[src/rtl/stepper_move_sequencer_if.sv]
// Move-command handshake between the UI command logic and the stepper sequencer.
interface stepper_move_sequencer_if #(
  parameter int unsigned PERIOD_W = 24,
  parameter int unsigned STEPS_W  = 16
);
  logic                cmd_valid;
  logic                cmd_ready;
  logic                cmd_dir;
  logic [STEPS_W-1:0]  cmd_steps;
  logic [PERIOD_W-1:0] cmd_period;

  modport master (
    output cmd_valid, cmd_dir, cmd_steps, cmd_period,
    input  cmd_ready
  );

  modport slave (
    input  cmd_valid, cmd_dir, cmd_steps, cmd_period,
    output cmd_ready
  );
endinterface

[src/rtl/stepper_move_sequencer.sv]
// Runs one queued move at a time on a 4-coil unipolar stepper, with a linear period ramp
// for acceleration and deceleration, and tracks the signed absolute position.
module stepper_move_sequencer #(
  parameter int unsigned         PERIOD_W     = 24,
  parameter int unsigned         STEPS_W      = 16,
  parameter int unsigned         POS_W        = 32,
  parameter logic [PERIOD_W-1:0] START_PERIOD = 24'd270000,
  parameter logic [PERIOD_W-1:0] MIN_PERIOD   = 24'd27000,
  parameter logic [PERIOD_W-1:0] RAMP_DEC     = 24'd13500,
  parameter bit                  HALF_STEP    = 1'b1
) (
  input  logic                    clk,
  input  logic                    rst,
  stepper_move_sequencer_if.slave cmd,
  input  logic                    abort,
  input  logic                    coil_hold,
  output logic                    in1,
  output logic                    in2,
  output logic                    in3,
  output logic                    in4,
  output logic                    step_pulse,
  output logic                    busy,
  output logic                    done,
  output logic                    aborted,
  output logic signed [POS_W-1:0] position
);

  typedef enum logic [2:0] {StIdle, StRampUp, StCruise, StRampDown, StDone} state_e;

  localparam logic [2:0] IdxMask = HALF_STEP ? 3'd7 : 3'd3;

  state_e              state_q;
  logic [PERIOD_W-1:0] tick_q, cur_q, tgt_q;
  logic [STEPS_W-1:0]  rem_q, ramp_q;
  logic                dir_q, aborted_q;
  logic [2:0]          idx_q;
  logic [3:0]          coils_q;
  logic signed [POS_W-1:0] pos_q;

  logic                moving, step;
  logic [STEPS_W-1:0]  rem_nx, ramp_nx;
  logic [2:0]          idx_nx;
  logic [PERIOD_W-1:0] cur_up, cur_dn, cmd_tgt;

  function automatic logic [3:0] coil_pattern(input logic [2:0] idx);
    logic [3:0] p;
    p = 4'b0000;
    if (HALF_STEP) begin
      case (idx)
        3'd0: p = 4'b1000;
        3'd1: p = 4'b1100;
        3'd2: p = 4'b0100;
        3'd3: p = 4'b0110;
        3'd4: p = 4'b0010;
        3'd5: p = 4'b0011;
        3'd6: p = 4'b0001;
        default: p = 4'b1001;
      endcase
    end else begin
      case (idx[1:0])
        2'd0: p = 4'b1100;
        2'd1: p = 4'b0110;
        2'd2: p = 4'b0011;
        default: p = 4'b1001;
      endcase
    end
    return p;
  endfunction

  always_comb begin
    moving  = (state_q == StRampUp) || (state_q == StCruise) || (state_q == StRampDown);
    // Abort wins over a step due in the same cycle.
    step    = moving && (tick_q == cur_q - PERIOD_W'(1)) && !abort;
    rem_nx  = rem_q - STEPS_W'(1);
    ramp_nx = (state_q == StRampUp && ramp_q != '1) ? ramp_q + STEPS_W'(1) : ramp_q;
    idx_nx  = (dir_q ? idx_q + 3'd1 : idx_q - 3'd1) & IdxMask;
    // Differences are compared first so neither direction can wrap.
    cur_up  = (START_PERIOD - cur_q > RAMP_DEC) ? cur_q + RAMP_DEC : START_PERIOD;
    cur_dn  = (cur_q - tgt_q > RAMP_DEC) ? cur_q - RAMP_DEC : tgt_q;
    if (cmd.cmd_period < MIN_PERIOD)        cmd_tgt = MIN_PERIOD;
    else if (cmd.cmd_period > START_PERIOD) cmd_tgt = START_PERIOD;
    else                                    cmd_tgt = cmd.cmd_period;
  end

  always_ff @(posedge clk) begin
    if (rst) begin
      state_q   <= StIdle;
      tick_q    <= '0;
      cur_q     <= START_PERIOD;
      tgt_q     <= START_PERIOD;
      rem_q     <= '0;
      ramp_q    <= '0;
      dir_q     <= 1'b0;
      aborted_q <= 1'b0;
      idx_q     <= 3'd0;
      coils_q   <= 4'b0000;
      pos_q     <= '0;
    end else begin
      coils_q <= (state_q == StIdle && !coil_hold) ? 4'b0000 : coil_pattern(idx_q);
      unique case (state_q)
        StIdle: begin
          if (cmd.cmd_valid) begin
            dir_q     <= cmd.cmd_dir;
            rem_q     <= cmd.cmd_steps;
            tgt_q     <= cmd_tgt;
            cur_q     <= START_PERIOD;
            ramp_q    <= '0;
            tick_q    <= '0;
            aborted_q <= 1'b0;
            if (cmd.cmd_steps == '0)         state_q <= StDone;
            else if (cmd_tgt == START_PERIOD) state_q <= StCruise;
            else                              state_q <= StRampUp;
          end
        end
        StDone: state_q <= StIdle;
        default: begin
          if (abort) begin
            state_q   <= StDone;
            aborted_q <= 1'b1;
          end else if (step) begin
            tick_q <= '0;
            idx_q  <= idx_nx;
            pos_q  <= dir_q ? pos_q + POS_W'(1) : pos_q - POS_W'(1);
            rem_q  <= rem_nx;
            ramp_q <= ramp_nx;
            if (rem_nx == '0) begin
              state_q <= StDone;
            end else if (rem_nx <= ramp_nx) begin
              cur_q   <= cur_up;
              state_q <= StRampDown;
            end else if (state_q == StRampUp) begin
              cur_q <= cur_dn;
              if (cur_dn == tgt_q) state_q <= StCruise;
            end
          end else begin
            tick_q <= tick_q + PERIOD_W'(1);
          end
        end
      endcase
    end
  end

  assign cmd.cmd_ready = (state_q == StIdle);
  assign busy          = (state_q != StIdle);
  assign done          = (state_q == StDone);
  assign aborted       = done && aborted_q;
  assign step_pulse    = step;
  assign position      = pos_q;
  assign {in1, in2, in3, in4} = coils_q;

endmodule
[src/flat_wrapper.sv]
// flat-port wrapper written by rule: the top's interface ports become plain ports
module stepper_move_sequencer_flat 
#(
  parameter int unsigned         PERIOD_W     = 24,
  parameter int unsigned         STEPS_W      = 16,
  parameter int unsigned         POS_W        = 32,
  parameter logic [PERIOD_W-1:0] START_PERIOD = 24'd270000,
  parameter logic [PERIOD_W-1:0] MIN_PERIOD   = 24'd27000,
  parameter logic [PERIOD_W-1:0] RAMP_DEC     = 24'd13500,
  parameter bit                  HALF_STEP    = 1'b1
)
  (clk, rst, abort, coil_hold, in1, in2, in3, in4, step_pulse, busy, done, aborted, position, cmd_cmd_valid, cmd_cmd_dir, cmd_cmd_steps, cmd_cmd_period, cmd_cmd_ready);
  stepper_move_sequencer_if #(.PERIOD_W(PERIOD_W), .STEPS_W(STEPS_W)) cmd_i ();
  input  logic clk;
  input  logic rst;
  input  logic abort;
  input  logic coil_hold;
  output logic in1;
  output logic in2;
  output logic in3;
  output logic in4;
  output logic step_pulse;
  output logic busy;
  output logic done;
  output logic aborted;
  output logic signed [POS_W-1:0] position;
  input wire logic [$bits(cmd_i.cmd_valid)-1:0] cmd_cmd_valid;
  input wire logic [$bits(cmd_i.cmd_dir)-1:0] cmd_cmd_dir;
  input wire logic [$bits(cmd_i.cmd_steps)-1:0] cmd_cmd_steps;
  input wire logic [$bits(cmd_i.cmd_period)-1:0] cmd_cmd_period;
  output wire logic [$bits(cmd_i.cmd_ready)-1:0] cmd_cmd_ready;
  assign cmd_i.cmd_valid = cmd_cmd_valid;
  assign cmd_i.cmd_dir = cmd_cmd_dir;
  assign cmd_i.cmd_steps = cmd_cmd_steps;
  assign cmd_i.cmd_period = cmd_cmd_period;
  assign cmd_cmd_ready = cmd_i.cmd_ready;
  stepper_move_sequencer #(.PERIOD_W(PERIOD_W), .STEPS_W(STEPS_W), .POS_W(POS_W), .START_PERIOD(START_PERIOD), .MIN_PERIOD(MIN_PERIOD), .RAMP_DEC(RAMP_DEC), .HALF_STEP(HALF_STEP)) u_core (.clk(clk), .rst(rst), .cmd(cmd_i), .abort(abort), .coil_hold(coil_hold), .in1(in1), .in2(in2), .in3(in3), .in4(in4), .step_pulse(step_pulse), .busy(busy), .done(done), .aborted(aborted), .position(position));
endmodule
[config.mk]
export PLATFORM = sky130hd
export DESIGN_NAME = stepper_move_sequencer_flat
export DESIGN_NICKNAME = d
export VERILOG_FILES = /design/src/rtl/stepper_move_sequencer_if.sv /design/src/rtl/stepper_move_sequencer.sv /design/src/flat_wrapper.sv
export SDC_FILE = /design/constraint.sdc
export NUM_CORES = 1
export LEC_CHECK = 0
export BUFFER_PORTS_ARGS = -buffer_cell sky130_fd_sc_hd__clkbuf_2
export CAP_MARGIN = 10
export CORE_ASPECT_RATIO = 1.75
export CORE_MARGIN = 5
export CORE_UTILIZATION = 35
export DETAILED_ROUTE_END_ITERATION = 7
export GPL_TIMING_DRIVEN = 1
export SETUP_SLACK_MARGIN = 0.05
export SYNTH_ARGS = -nofsm -noshare
export SYNTH_HDL_FRONTEND = slang
export SYNTH_SLANG_ARGS = --single-unit
[constraint.sdc]
create_clock -name clk -period 5 [get_ports clk]
set_clock_uncertainty 0.1 [all_clocks]
set_input_delay 0.5 -clock clk [delete_from_list [all_inputs] [get_ports clk]]
set_output_delay 0.5 -clock clk [all_outputs]
set_load 0.02 [all_outputs]
==> impl_metrics.py <==
metrics = {
    "run_status": {
        "outcome": "finished, final reports clean",
    },
    "clocking": {
        "tritoncts": "yes",
        "cts_buffers": 17,
        "cts-root-buf": "clkbuf_16",
        "clk_pin_slew_ns": 0.07,
        "worstSkewPairLatency_ns": 0.46,
        "ctsHoldBuffers": 0,
        "cts_sinks": 148,
        "cts_buffer_depth": 2,
        "htree_levels": 4,
    },
    "die": {
        "die_x_um": 158,
        "num_rows": 94,
        "coreArea_um2": 37600,
        "dieArea_um2": 42200,
        "initial_core_util_pct": 35.4,
        "die_y_um": 268,
        "io_pins": 87,
    },
    "timing": {
        "min_period_ns": 4.81,
        "fin_worst_hold_slack_ns": 0.165,
        "fmax_mhz": 208,
        "slew-limit-headroom_pct": 33.0,
        "hold_violations": 0,
        "final-max-slew-violation-count": 0,
        "worst_slew_pin_slew_ns": 1.00,
        "min_period_over_period_pct": 96.2,
        "tns_ns": 0,
        "rsz0062_at_grt": "yes",
        "finalSetupViolCount": 0,
    },
    "worst_setup_path": {
        "cp_num_buf_inv": 1,
        "arrival_ns": 5.07,
        "start_kind": "flop",
        "cp_max_fo": 17,
        "cp_slowest_cell": "nor4_1",
        "crit_chain": "ha_1 -> and4_1 -> a31oi_1 -> and4_1 -> and3_1 -> and3_2 -> nand3_1 -> xor2_1 -> ha_1 -> nand4_1 -> nor4_1 -> a31oi_2 -> a41oi_1 -> nand2_2 -> buf_4 -> nor4b_1 -> o31ai_1 -> o221a_2",
        "cpLargestDelayFamily": "simple AND/OR/NAND/NOR gates",
        "max_stage_delay_ns": 0.39,
        "cp.required_ns": 5.26,
        "crit_path_end_kind": "flop",
        "path_class": "reg2reg",
    },
    "yosys": {
        "synth_xor_area_share_pct": 10.9,
        "ys.warnings.count": 0,
        "avgSynthCellArea_um2": 7.40,
        "seq_area_frac_synth_pct": 22.2,
        "synth_edf_count": 0,
        "synth_top_area_cell": "dfxtp_1",
        "yosysMostFrequentCell": "nor2_1",
        "synthFlopType": "dfxtp_1",
        "synth_fa_ha_area_share_pct": 8.18,
        "synth_top_family_by_area": "simple AND/OR/NAND/NOR gates",
        "synth_compound_area_share_pct": 24.7,
        "synth.area.top_cells": "dfxtp_1 (22%), ha_1 (7.9%), xnor2_1 (6.5%)",
        "synth_commonest_cells": "nor2_1 (189), nand2_1 (164), dfxtp_1 (148)",
        "synthCells": 1801,
        "synth_area_um2": 13300,
        "synthArstFlopShare_pct": 0,
        "synth-seq-cells": 148,
        "synthMuxAreaShare_pct": 2.43,
        "synth_nets": 1933,
        "ys_types": 87,
        "synth_top_cell_area_share_pct": 22.2,
        "yosys.area_share.simple_pct": 26.4,
    },
    "placed_design": {
        "io_buffers": 86,
        "place_congestion": 0.953,
        "dp_hpwl_mm": 36.4,
    },
    "grt": {
        "grt_pass1_vias": 13900,
        "grt-ovfl-total": 0,
        "grt_max_degree": 71,
        "antenna_found_initial": 0,
        "grt_use_total_pct": 22.6,
        "grt_pass1_wl_mm": 75.4,
    },
    "detailed_routing": {
        "totalWireLength_mm": 47.6,
        "drtAntennaViolNets": 0,
        "drc_errors": 0,
        "route.vias.total": 14000,
        "wl_per_cell_um": 20.4,
        "initialDrtViolationCount": 868,
        "vias_per_cell": 5.98,
        "drt_pass1_iterations": 7,
    },
    "cells_and_area": {
        "syn_to_final_growth_pct": 12.0,
        "nets": 1974,
        "drive_above_1_share_pct": 11.4,
        "antenna_cells": 0,
    },
    "flow_run": {
        "drv_cap": 0,
    },
    "pwr": {
        "leakagePower_nw": 5.91,
        "max-vdd-ir-drop_mv": 0.406,
        "p_per_area_nw_per_um2": 565,
    },
    "worst_hold_path": {
        "min_path_type": "in2reg",
    },
}
-- stage by stage --
| stage | instance area (um^2) | total power [mW] | cells | worst slack (ns) | utilization, % |
|---|---|---|---|---|---|
| 2_1_floorplan | 13300 | 5.39 | 1801 | 0.604 | - |
| 3_3_place_gp | 14300 | 6.94 | 2301 | 0.149 | 38.0 |
| 3_5_place_dp | 14300 | 6.99 | 2301 | 0.0505 | 38.0 |
| 4_1_cts | 14900 | 8.33 | 2334 | 0.133 | 39.6 |
| 5_1_grt | 14900 | 9.07 | 2335 | -0.00637 | 39.7 |
| 6_report | 14900 | 8.43 | 2335 | 0.188 | 39.7 |
-- flip-flops by register name, indices dropped and copies added (netlist names) --
register,count
u_core.tgt_q,24
u_core.aborted_q,1
u_core.dir_q,1
u_core.idx_q,3
u_core.tick_q,24
u_core.position,32
u_core.ramp_q,16
u_core.rem_q,16
u_core.state_q,3
u_core.cur_q,24
u_core.coils_q,4
-- placed cells by master (no fill, tap or decap), types with 26 or more instances in the layout --
cell | Yosys | layout
ha_1 | 84 | 84
xnor2_1 | 99 | 99
clkbuf_2 | 0 | 85
o21ai_0 | 87 | 87
nor2_1 | 189 | 189
dfxtp_1 | 148 | 148
and3_1 | 27 | 26
a21o_1 | 26 | 26
a21oi_1 | 131 | 131
mux2i_1 | 29 | 29
xor2_1 | 62 | 62
inv_1 | 60 | 60
o211ai_1 | 32 | 32
nor4_1 | 31 | 31
nand3_1 | 52 | 52
nand4_1 | 34 | 34
nand2_1 | 164 | 163
nor3_1 | 55 | 54
buf_4 | 1 | 49
-- layer usage --
layer	part of all wire [%]	GRT usage [%]	up-vias
met5	0	0	-
met4	8.4	16.9	0
met3	4.3	3.35	193
met2	52	41.6	501
met1	35	22.5	6564
li1	-	-	6694
-- cell families (layout without fill, tap and decap cells) --
| group | Yosys count | in the layout |
|---|---|---|
| xor gates and xnor gates | 163 | 163 |
| and+or+nand+nor | 701 | 702 |
| DFF | 148 | 148 |
| muxes | 32 | 32 |
| adders and majority gates | 86 | 86 |
| AOI/OAI and AO/OA | 494 | 494 |
| buffers and inverters | 177 | 230 |
-- cell type report --
class | count | area (um^2)
Sequential cell | 148 | 2960
Clock buffer | 17 | 425
Inverter | 62 | 234
Clock inverter | 15 | 148
Timing Repair Buffer | 136 | 833
Multi-Input combinational cell | 1477 | 9720
Fill cell | 3988 | 22700
Tap cell | 480 | 601
-- where the power goes --
| group | switching, mW | internal, mW | total (mW) |
|---|---|---|---|
| combinational | 3.48 | 2.18 | 5.66 |
| clock | 0.586 | 0.698 | 1.28 |
| sequential | 0.185 | 1.30 | 1.49 |
-- final timing paths --
path	slack [ns]	cells after the start	from	to
worst max-delay path	0.19	18	u_core.ramp_q[0]	u_core.cur_q[5]
worst max register to register	0.19	18	u_core.ramp_q[0]	u_core.cur_q[5]
worst min register to register	0.36	2	u_core.aborted_q	u_core.aborted_q
worst min-delay path	0.16	3	cmd_cmd_dir	u_core.dir_q
-- tightest hold or removal path, cell delays in order --
cell,delay (ns)
clkbuf_2,0.08
nand2_1,0.04
a21oi_1,0.05
-- repair_timing --
action | in CTS | in global routing
resized for setup | 0 | 5
gates cloned | 1 | 0
setup endpoints to repair | 4 | 24
buffers inserted | 0 | 1
Power figures use the tool's default switching activity.
